## src/rtl/sete_segmentos_para_bcd.sv

```systemverilog
// Recovers a 4-digit BCD frame from a multiplexed active-low 7-segment display bus.
// A strobed sample that completes a frame shows on bcd_valor/bcd_valido one cycle later.
module sete_segmentos_para_bcd #(
    parameter int ESTAVEL = 3
) (
    input  logic        clock,
    input  logic        reset,
    input  logic [6:0]  segmentos,
    input  logic [3:0]  digito_en,
    input  logic        amostra_en,
    output logic [15:0] bcd_valor,
    output logic        bcd_valido,
    output logic        erro_padrao,
    output logic        erro_colisao
);

    localparam logic [2:0] LIMIAR = 3'(ESTAVEL);

    logic [3:0][6:0] ultimo_q, ultimo_d;
    logic [3:0][2:0] cont_q,   cont_d;
    logic [3:0][3:0] dig_q,    dig_d;
    logic [3:0]      mask_q,   mask_d;
    logic [15:0]     bcd_valor_q,    bcd_valor_d;
    logic            bcd_valido_q,   bcd_valido_d;
    logic            erro_padrao_q,  erro_padrao_d;
    logic            erro_colisao_q, erro_colisao_d;

    logic [3:0] sel;
    logic [2:0] n_ativos;
    logic [1:0] idx;
    logic       aceita;
    logic       colisao;
    logic [2:0] cont_novo;
    logic [3:0] nibble;
    logic [3:0] commit_vec;
    logic       quadro_ok;

    function automatic logic [3:0] decodifica(input logic [6:0] p);
        logic [3:0] n;
        case (p)
            7'b0000001: n = 4'h0;
            7'b1001111: n = 4'h1;
            7'b0010010: n = 4'h2;
            7'b0000110: n = 4'h3;
            7'b1001100: n = 4'h4;
            7'b0100100: n = 4'h5;
            7'b1100000: n = 4'h6;
            7'b0001111: n = 4'h7;
            7'b0000000: n = 4'h8;
            7'b0001100: n = 4'h9;
            7'b1111111: n = 4'hF;
            default:    n = 4'hE;
        endcase
        return n;
    endfunction

    always_comb begin
        sel      = ~digito_en;
        n_ativos = 3'd0;
        idx      = 2'd0;
        for (int i = 0; i < 4; i++) begin
            if (sel[i]) begin
                n_ativos = n_ativos + 3'd1;
                idx      = 2'(i);
            end
        end
        aceita  = amostra_en && (n_ativos == 3'd1);
        colisao = amostra_en && (n_ativos > 3'd1);

        // Counter saturates at 7 so a long-held digit keeps recommitting.
        if (segmentos == ultimo_q[idx])
            cont_novo = (cont_q[idx] == 3'd7) ? 3'd7 : cont_q[idx] + 3'd1;
        else
            cont_novo = 3'd1;

        nibble     = decodifica(segmentos);
        commit_vec = 4'b0000;
        if (aceita && (cont_novo >= LIMIAR))
            commit_vec[idx] = 1'b1;

        ultimo_d = ultimo_q;
        cont_d   = cont_q;
        dig_d    = dig_q;
        if (aceita) begin
            ultimo_d[idx] = segmentos;
            cont_d[idx]   = cont_novo;
            if (commit_vec[idx])
                dig_d[idx] = nibble;
        end

        // The digit committed at this edge already counts toward the frame.
        quadro_ok      = ((mask_q | commit_vec) == 4'b1111);
        mask_d         = quadro_ok ? 4'b0000 : (mask_q | commit_vec);
        bcd_valor_d    = quadro_ok ? {dig_d[3], dig_d[2], dig_d[1], dig_d[0]} : bcd_valor_q;
        bcd_valido_d   = quadro_ok;
        erro_padrao_d  = (|commit_vec) && (nibble == 4'hE);
        erro_colisao_d = erro_colisao_q | colisao;
    end

    always_ff @(posedge clock) begin
        if (reset) begin
            ultimo_q       <= {4{7'b1111111}};
            cont_q         <= '0;
            dig_q          <= {4{4'hF}};
            mask_q         <= 4'b0000;
            bcd_valor_q    <= 16'hFFFF;
            bcd_valido_q   <= 1'b0;
            erro_padrao_q  <= 1'b0;
            erro_colisao_q <= 1'b0;
        end else begin
            ultimo_q       <= ultimo_d;
            cont_q         <= cont_d;
            dig_q          <= dig_d;
            mask_q         <= mask_d;
            bcd_valor_q    <= bcd_valor_d;
            bcd_valido_q   <= bcd_valido_d;
            erro_padrao_q  <= erro_padrao_d;
            erro_colisao_q <= erro_colisao_d;
        end
    end

    assign bcd_valor    = bcd_valor_q;
    assign bcd_valido   = bcd_valido_q;
    assign erro_padrao  = erro_padrao_q;
    assign erro_colisao = erro_colisao_q;

endmodule

```

## config.mk

```make
export PLATFORM = sky130hd
export DESIGN_NAME = sete_segmentos_para_bcd
export DESIGN_NICKNAME = d
export VERILOG_FILES = /design/src/rtl/sete_segmentos_para_bcd.sv
export SDC_FILE = /design/constraint.sdc
export NUM_CORES = 1
export LEC_CHECK = 0
export CAP_MARGIN = 20
export CORE_MARGIN = 3
export CORE_UTILIZATION = 60
export DETAILED_ROUTE_END_ITERATION = 7
export PLACE_DENSITY = 0.88
export SLEW_MARGIN = 0
export SYNTH_ARGS = -nofsm -noshare
export SYNTH_HDL_FRONTEND = slang
export SYNTH_SLANG_ARGS = --single-unit
export TNS_END_PERCENT = 30
```

## constraint.sdc

```tcl
create_clock -name clock -period 11.1 [get_ports clock]
set_input_delay 1.665 -clock clock [delete_from_list [all_inputs] [get_ports clock]]
set_output_delay 1.665 -clock clock [all_outputs]
set_load 0.02 [all_outputs]
```

# ---- Yosys cells after proc, flatten, opt, wreduce, memory -nomap -nowiden
# Index checks and enable logic that the tools add are counted.
dict set report totals {
  ff_bits 79
  input_bits 14
  output_inout_bits 19
  elab_cells 81
}
dict set report op_classes {
  n_addsub 4
  n_lt_le_gt_ge 4
  n_eq_ne 15
  muxes 30
  n_bitwise 3
  n_reduce_logical 8
}
# operator n
set ops {}
lappend ops {{$pmux 4 s11} 1}
lappend ops {{$mux 16} 2}
lappend ops {{$bwmux 28} 1}
lappend ops {{$eq 7x7->1 const B} 4}
lappend ops {{$mux 3} 7}
lappend ops {{$bwmux 16} 1}
lappend ops {{$bmux 7 s2} 1}
lappend ops {{$demux 7 s2} 1}
lappend ops {{$eq 7x4->1 const B} 2}
lappend ops {{$mux 7} 2}
lappend ops {{$add 3x1->3 const B} 4}
lappend ops {{$bwmux 12} 1}
lappend ops {{$demux 4 s2} 1}
lappend ops {{$eq 4x4->1 const B} 2}
lappend ops {{$mux 4} 2}
lappend ops {{$eq 7x1->1 const B} 1}
lappend ops {{$eq 7x3->1 const B} 1}
lappend ops {{$eq 7x5->1 const B} 1}
lappend ops {{$eq 7x6->1 const B} 1}
lappend ops {{$eq 7x7->1} 1}
lappend ops {{$logic_not 7->1} 1}
lappend ops {{$bmux 3 s2} 1}
lappend ops {{$demux 3 s2} 1}
lappend ops {{$logic_and 1x1->1} 5}
lappend ops {{other kinds (15)} 19}

# ---- Depth between registers and ports, before layout
# Gate-level depths: netlist of run 1.
dict set report depth {
  word_depth 16
  depth_mapped 15
  ltp_nobuf 12
}

# ---- Least setup slack after synthesis of run 1
# Ideal clock, no wire load.
dict set report synth_timing {
  path_kind {in2reg}
  from {input port digito_en[1]}
  to {register bcd_valor_q[8] (netlist: bcd_valor[8])}
  setup_time_ps 75
  arrival_ps 4755
  required_ps 11025
  slack_ps 6270
  cell_stages 14
  cell_sequence {buf_2 > buf_4 > inv_1 > ha_1 > xnor2_1 > ha_1 > nor3_1 > a311oi_1 > or4b_1 > nor3_2 > a31oi_4 > buf_4 > o41a_1 > a31oi_1}
}
dict set report synth_between {
  elab_chain_cells 16
}
# item line
set synth_lines {}
lappend synth_lines {{start, declared} 9} ;# input logic [3:0] digito_en,
lappend synth_lines {{$not 4->4 *} 58} ;# sel = ~digito_en;
lappend synth_lines {{$mux 1} 62} ;# if (sel[i]) begin
lappend synth_lines {{$mux 2 (2 in a row)} 62}
lappend synth_lines {{$bmux 3 s2} 72} ;# cont_novo = (cont_q[idx] == 3'd7) ? 3'd7 : cont_q[idx] + 3'd1;
lappend synth_lines {{$mux 3 (not written as such)} 72}
lappend synth_lines {{$add 3x1->3 or $eq 3x3->1 (tied branches)} 72}
lappend synth_lines {{$mux 3} 72}
lappend synth_lines {{$mux 3} 71} ;# if (segmentos == ultimo_q[idx])
lappend synth_lines {{$ge 3x2->1} 78} ;# if (aceita && (cont_novo >= LIMIAR))
lappend synth_lines {{$logic_and 1x1->1} 78}
lappend synth_lines {{$mux 4} 78}
lappend synth_lines {{$bmux 1 s2} 87} ;# if (commit_vec[idx])
lappend synth_lines {{$mux 1 (not written as such)} 87}
lappend synth_lines {{$mux 16} 87}
lappend synth_lines {{$mux 16} 84} ;# if (aceita) begin
lappend synth_lines {{end signal, assigned} 115} ;# bcd_valor_q <= bcd_valor_d;
lappend synth_lines {{end, declared} 23} ;# logic [15:0] bcd_valor_q, bcd_valor_d;
# Every way passes the cells marked *; elsewhere a longest branch is shown, timed or not. The select of a mux whose other input is x is not followed.
# A chain may end at the register's enable or synchronous reset.

# ---- Worst setup path after layout of run 1
dict set report layout_timing {
  from {input port digito_en[1]}
  to {register bcd_valor_q[6] (netlist: bcd_valor[6])}
}
# The elaborated chain is that of the path after synthesis.

==> flow_summary.yaml, run 1 <==
detailed_routing:
  drtIter0Drc: 371
  wl_per_cell_microns: 17.10
  ant_nets: 0
  drc: 0
  drt-pass1-iter-count: 5
  wirelength_microns: 9781
  via_count: 3617
  via_per_inst: 6.323
place:
  gp_congestion: 0.8418
  port_buffers: 32
  dp_hpwl_microns: 6368
job:
  drv_cap: 0
pwr:
  power_density_nw_per_um2: 124.5
  p_leak_nw: 1.802
  power.ir.vdd_worst_mv: 0.05627
synth:
  yosysUniqueCellTypes: 60
  async_flop_share: 0
  syn_inst: 482
  synth-warning-count: 0
  ys_ff_latch: 79
  synth_edf_count: 0
  syn-num-nets: 500
  synthesis.area_sq_um: 4069
  avgSynthCellArea_sq_um: 8.442
  seq_area_frac_synth: 0.3887
  synth_flop_cell: "dfxtp_1"
die:
  ios: 33
  rows: 29
  die_w_microns: 88.35
  start_util: 0.6300
  dieArea_sq_um: 7806
  die_h_microns: 88.35
  core-area_sq_um: 6459
sta:
  hold_viol_final: 0
  post-route-period-util: 0.5355
  whs_ps: 453.6
  fin_skew_ps: 10.82
  setup_viol: 0
  worst_pin_slew_ps: 881.9
  rsz0062_at_grt: "no"
  setup_tns_ps: 0
  max_freq_mhz: 168.2
  slew_headroom: 0.4121
  min_period_ps: 5944
  drv_slew: 0
global_route:
  grt_pass1_wl_microns: 15960
  grt_usage: 0.2620
  grt_pass1_vias: 3329
  grt_max_degree: 36
  grt_antenna_before_repair: 0
  overflow: 0
clock_network:
  cts_tree: "done"
  cts-root-buf: "clkbuf_8"
  cts_buffer_depth: 2
  post_cts_resized: 0
  cts-hold-fix-buffers: 0
  cts_made_buffers: 9
  cts.clk_slew.worst_paths_ps: 80
  htree_num_levels: 3
  cts_setup_buffers: 0
  cts_num_sinks: 79
  insertion_delay_ps: 360
worst_setup_path:
  critPathArrivalTime_ps: 6170
  cp-end-kind: "register"
  worst-path-stages: 13
  cp-start-kind: "input pin"
  cp_cell_sequence: "clkdlybuf4s50_1 > inv_1 > ha_1 > xnor2_1 > ha_1 > nor3_1 > a311oi_1 > or4b_1 > nor3_2 > a31oi_4 > nor4_2 > buf_4 > a31oi_1"
  cpMostUsedCell: "ha_1"
  r2r.worst_path.cells: 10
  worstSetupPathType: "in -> reg"
  worst_ep_required_time_ps: 11320
  cp_slowest_cell: "clkdlybuf4s50_1"
  cp_num_buf_inv: 3
  crit_fanout: 21
  crit_family: "simple AND/OR/NAND/NOR gates"
  cp_slowest_stage_delay_ps: 970
final_layout:
  seqCellArea_sq_um: 1582
  final_cell_mix: "82 x nand2_1, 79 x dfxtp_1, 36 x mux2i_1"
  drive_gt1_frac: 0.08081
  multi_input_area_sq_um: 2256
  layout_commonest_cell: "nand2_1"
  finalNetCount: 508
  areaGrowthSynthToFinish_pct: 11.38
  fillers: 497
  diodes: 0
min_path:
  hp-class: "reg -> reg"
  hold_depth: 2
outcome:
  status: "completed"
[logic make-up (layout without fill, tap and decap cells)]
family          after synthesis  count (layout)  synth area share
simple gates                201             201            0.2380
compound gates               92              92            0.1768
flops                        79              79            0.3887
buf+inv                      52              65           0.05689
mux                          36              36           0.08856
xor+xnor                     18              18           0.03875
fa+ha+maj                     4               4           0.01230
[cell usage after synthesis, types with 8 or more instances]
cell / n / share of area
nand2_1: 82 / 0.076
a31oi_1: 17 / 0.026
nor2_1: 34 / 0.031
inv_1: 8 / 0.0074
nand3_1: 27 / 0.033
clkbuf_1: 29 / 0.027
nor3_1: 15 / 0.018
o21ai_0: 16 / 0.020
dfxtp_1: 79 / 0.39
mux2i_1: 36 / 0.089
xor2_1: 13 / 0.028
a21oi_1: 16 / 0.020
o41a_1: 16 / 0.044
[stage by stage]
stage                     instances  setup WS, ps  area (sq um)  utilization  total power (W)
after CTS                       572          5233          4532       0.7017        0.0005655
final                           572          5156          4532       0.7017        0.0005643
after global placement          556          5054          4343       0.6724        0.0003586
after detailed placement        556          4881          4343       0.6724        0.0003610
after floorplan                 482          6270          4069            -        0.0003445
after global routing            572          4938          4532       0.7017        0.0005870
[cell type report]
type | instances | share of cell area
Clock inverter | 6 | 0.01353
Tap cell | 77 | 0.02126
Multi-Input combinational cell | 351 | 0.4978
Inverter | 11 | 0.009663
Sequential cell | 79 | 0.3490
Timing Repair Buffer | 38 | 0.08062
Clock buffer | 10 | 0.02816
[power breakdown]
part	switching (W)	internal (W)	leakage, nW	total [W]
logic	0.0000428	0.0000245	1.07	0.0000672
clock network	0.000105	0.000103	0.0960	0.000208
registers	0.00000213	0.000287	0.640	0.000289
total	0.000150	0.000414	1.80	0.000564
[state kept, by name, indices dropped and copies added, names as in the netlist]
register and count:
ultimo_q 28, bcd_valor 16, dig_q 16, cont_q 12, mask_q 4, bcd_valido 1, erro_colisao 1, erro_padrao 1
[routing by layer]
layer | share of wire | GRT usage | vias up
li1 | - | - | 1736
met2 | 0.49 | 0.4235 | 155
met4 | 0.016 | 0.1071 | 0
met3 | 0.067 | 0.05028 | 20
met5 | 0 | 0 | -
met1 | 0.43 | 0.3441 | 1706
[worst min-delay path: stages, from the launching register on]
cell and delay [ps]:
dfxtp_1 320, inv_1 50, a21oi_1 50
[final timing paths]
kind	start	to	slack (ps)
hold / removal	erro_colisao	erro_colisao	450
hold reg to reg	erro_colisao	erro_colisao	450
setup reg to reg	cont_q[6]	bcd_valor[6]	8010
setup / recovery	digito_en[1]	bcd_valor[6]	5160
(Power assumes the default switching activity.)
==> run 2, diff against run 1 <==
--- a/config.mk
+++ b/config.mk
@@ -7,9 +7,9 @@
 export LEC_CHECK = 0
 export CAP_MARGIN = 20
 export CORE_MARGIN = 3
-export CORE_UTILIZATION = 60
+export CORE_UTILIZATION = 52
 export DETAILED_ROUTE_END_ITERATION = 7
-export PLACE_DENSITY = 0.88
+export PLACE_DENSITY = 0.81
 export SLEW_MARGIN = 0
 export SYNTH_ARGS = -nofsm -noshare
 export SYNTH_HDL_FRONTEND = slang
==> constraint.sdc (replaced) <==
create_clock -name clock -period 5.45 [get_ports clock]
set_input_delay 0.8175 -clock clock [delete_from_list [all_inputs] [get_ports clock]]
set_output_delay 0.8175 -clock clock [all_outputs]
set_load 0.02 [all_outputs]
==> run 2 against run 1 <==
Compared with the run above: sequential share of layout area down 0.49 points; cell area grew 1.4%; first-iteration DRC count shrank 33%; wire length is 1.4% lower; clock skew rose by 1.5 ps; combinational power up 100%; critical path depth did not move; register-to-register slack worse by 5500 ps; setup slack lost 4100 ps; sequential power up 100%; non-clock buffer count grew 4; worst hold slack gained 3.7 ps; critical endpoint is now bcd_valor[5]; largest cell class unchanged.
==> flow_summary.yaml, run 2 (synthesis results as in run 1) <==
outcome:
  status: "completed"
detailed_routing:
  wl_per_cell_microns: 16.13
  drc: 0
  via_count: 3543
  drtIter0Drc: 249
  ant_nets: 0
  wirelength_microns: 9648
  drt-pass1-iter-count: 5
  via_per_inst: 5.925
global_route:
  overflow: 0
  grt_antenna_before_repair: 0
  grt_max_degree: 36
  grt_usage: 0.2271
  grt_pass1_wl_microns: 16070
  grt_pass1_vias: 3331
final_layout:
  layout_commonest_cell: "nand2_1"
  drive_gt1_frac: 0.08818
  post-route-util: 0.6205
  top_register: "ultimo_q"
  finalNetCount: 512
  diodes: 0
  fillers: 624
  areaGrowthSynthToFinish_pct: 12.98
  stdcell_count: 598
  largest_register_ffs: 28
  final_cell_mix: "82 x nand2_1, 79 x dfxtp_1, 36 x mux2i_1"
die:
  die_h_microns: 94.46
  start_util: 0.5492
  dieArea_sq_um: 8922
  ios: 33
  core-area_sq_um: 7408
  rows: 31
  die_w_microns: 94.46
worst_setup_path:
  cp-startpoint: "digito_en[1]"
  r2r-start: "cont_q[0]"
  r2r_setup_slack_ps: 2520
  worstSetupPathType: "in -> reg"
  cp_num_buf_inv: 3
  cp-end-kind: "register"
  critPathArrivalTime_ps: 4610
  cp_slowest_cell: "or4b_1"
  cp_slowest_stage_delay_ps: 770
  cp_cell_sequence: "clkdlybuf4s50_1 > buf_4 > ha_1 > mux2i_1 > ha_1 > nor3_1 > a311oi_1 > or4b_1 > nor3_2 > a31oi_4 > nor4_2 > buf_4 > a31oi_1"
  worst_ep_required_time_ps: 5670
  cp-start-kind: "input pin"
  crit_fanout: 21
  crit_family: "simple AND/OR/NAND/NOR gates"
pwr:
  power_density_nw_per_um2: 253.4
  power.total_w: 0.001165
  p_leak_nw: 1.821
  power.ir.vdd_worst_mv: 0.1859
clock_network:
  cts.clk_slew.worst_paths_ps: 80
  htree_num_levels: 3
  cts_num_sinks: 79
  cts_setup_buffers: 0
  cts_buffer_depth: 2
  cts-root-buf: "clkbuf_8"
  insertion_delay_ps: 360
  cts_tree: "done"
  post_cts_resized: 0
  cts_made_buffers: 9
  cts-hold-fix-buffers: 0
sta:
  setup_viol: 0
  hold_viol_final: 0
  max_freq_mhz: 228.2
  drv_slew: 0
  post-route-period-util: 0.8041
  slew_headroom: 0.4953
  rsz0062_at_grt: "no"
  setup_tns_ps: 0
  worst_pin_slew_ps: 754.6
  fin_skew_ps: 12.33
  min_period_ps: 4382
min_path:
  hp-class: "reg -> reg"
  hold_start: "erro_colisao"
place:
  dp_hpwl_microns: 6507
  dp.cells: 582
  port_buffers: 32
  gp_congestion: 0.8025
job:
  drv_cap: 0
[run 2: power breakdown]
group          switching, W  internal, W  leakage (nW)  total, W
combinational     0.0000860    0.0000506          1.08  0.000137
clock              0.000225     0.000215        0.0973  0.000440
sequential       0.00000428     0.000584         0.640  0.000588
[run 2: final timing paths]
path / cells after the start / to
max: 13 / bcd_valor[5]
min: 2 / erro_colisao
max reg2reg: 10 / bcd_valido
min reg2reg: 2 / erro_colisao
[run 2: worst min-delay path: stages (launching register included)]
cell and delay (ps):
dfxtp_1 310, inv_1 50, a21oi_1 50
[run 2: area by class of cell]
type                    count  area (sq um)  area share
multi-input cells         351          2256      0.4907
flip-flops and latches     79          1582      0.3440
repair buffers             42         395.4     0.08601
clock buffers              10         127.6     0.02776
well taps                  99         123.9     0.02695
clock inverters             6         68.82     0.01497
inverters                  11         43.79    0.009526
[run 2: per-stage QoR]
step / cell area, sq um / hold slack (ps) / setup WS, ps
CTS: 4597 / 464.1 / 1109
finish: 4597 / 457.2 / 1068
detailed placement: 4400 / 452.0 / 748.3
global placement: 4400 / 440.9 / 897.6
floorplan: 4069 / 435.7 / 1468
global route: 4597 / 485.2 / 891.8
[run 2: per-layer routing]
metal / vias up / GRT usage / routed length [microns]
li1: 1732 / - / -
met1: 1704 / 0.3008 / 4224
met2: 93 / 0.3694 / 4692
met3: 14 / 0.04940 / 566
met4: 0 / 0.07212 / 165
met5: - / 0 / 0
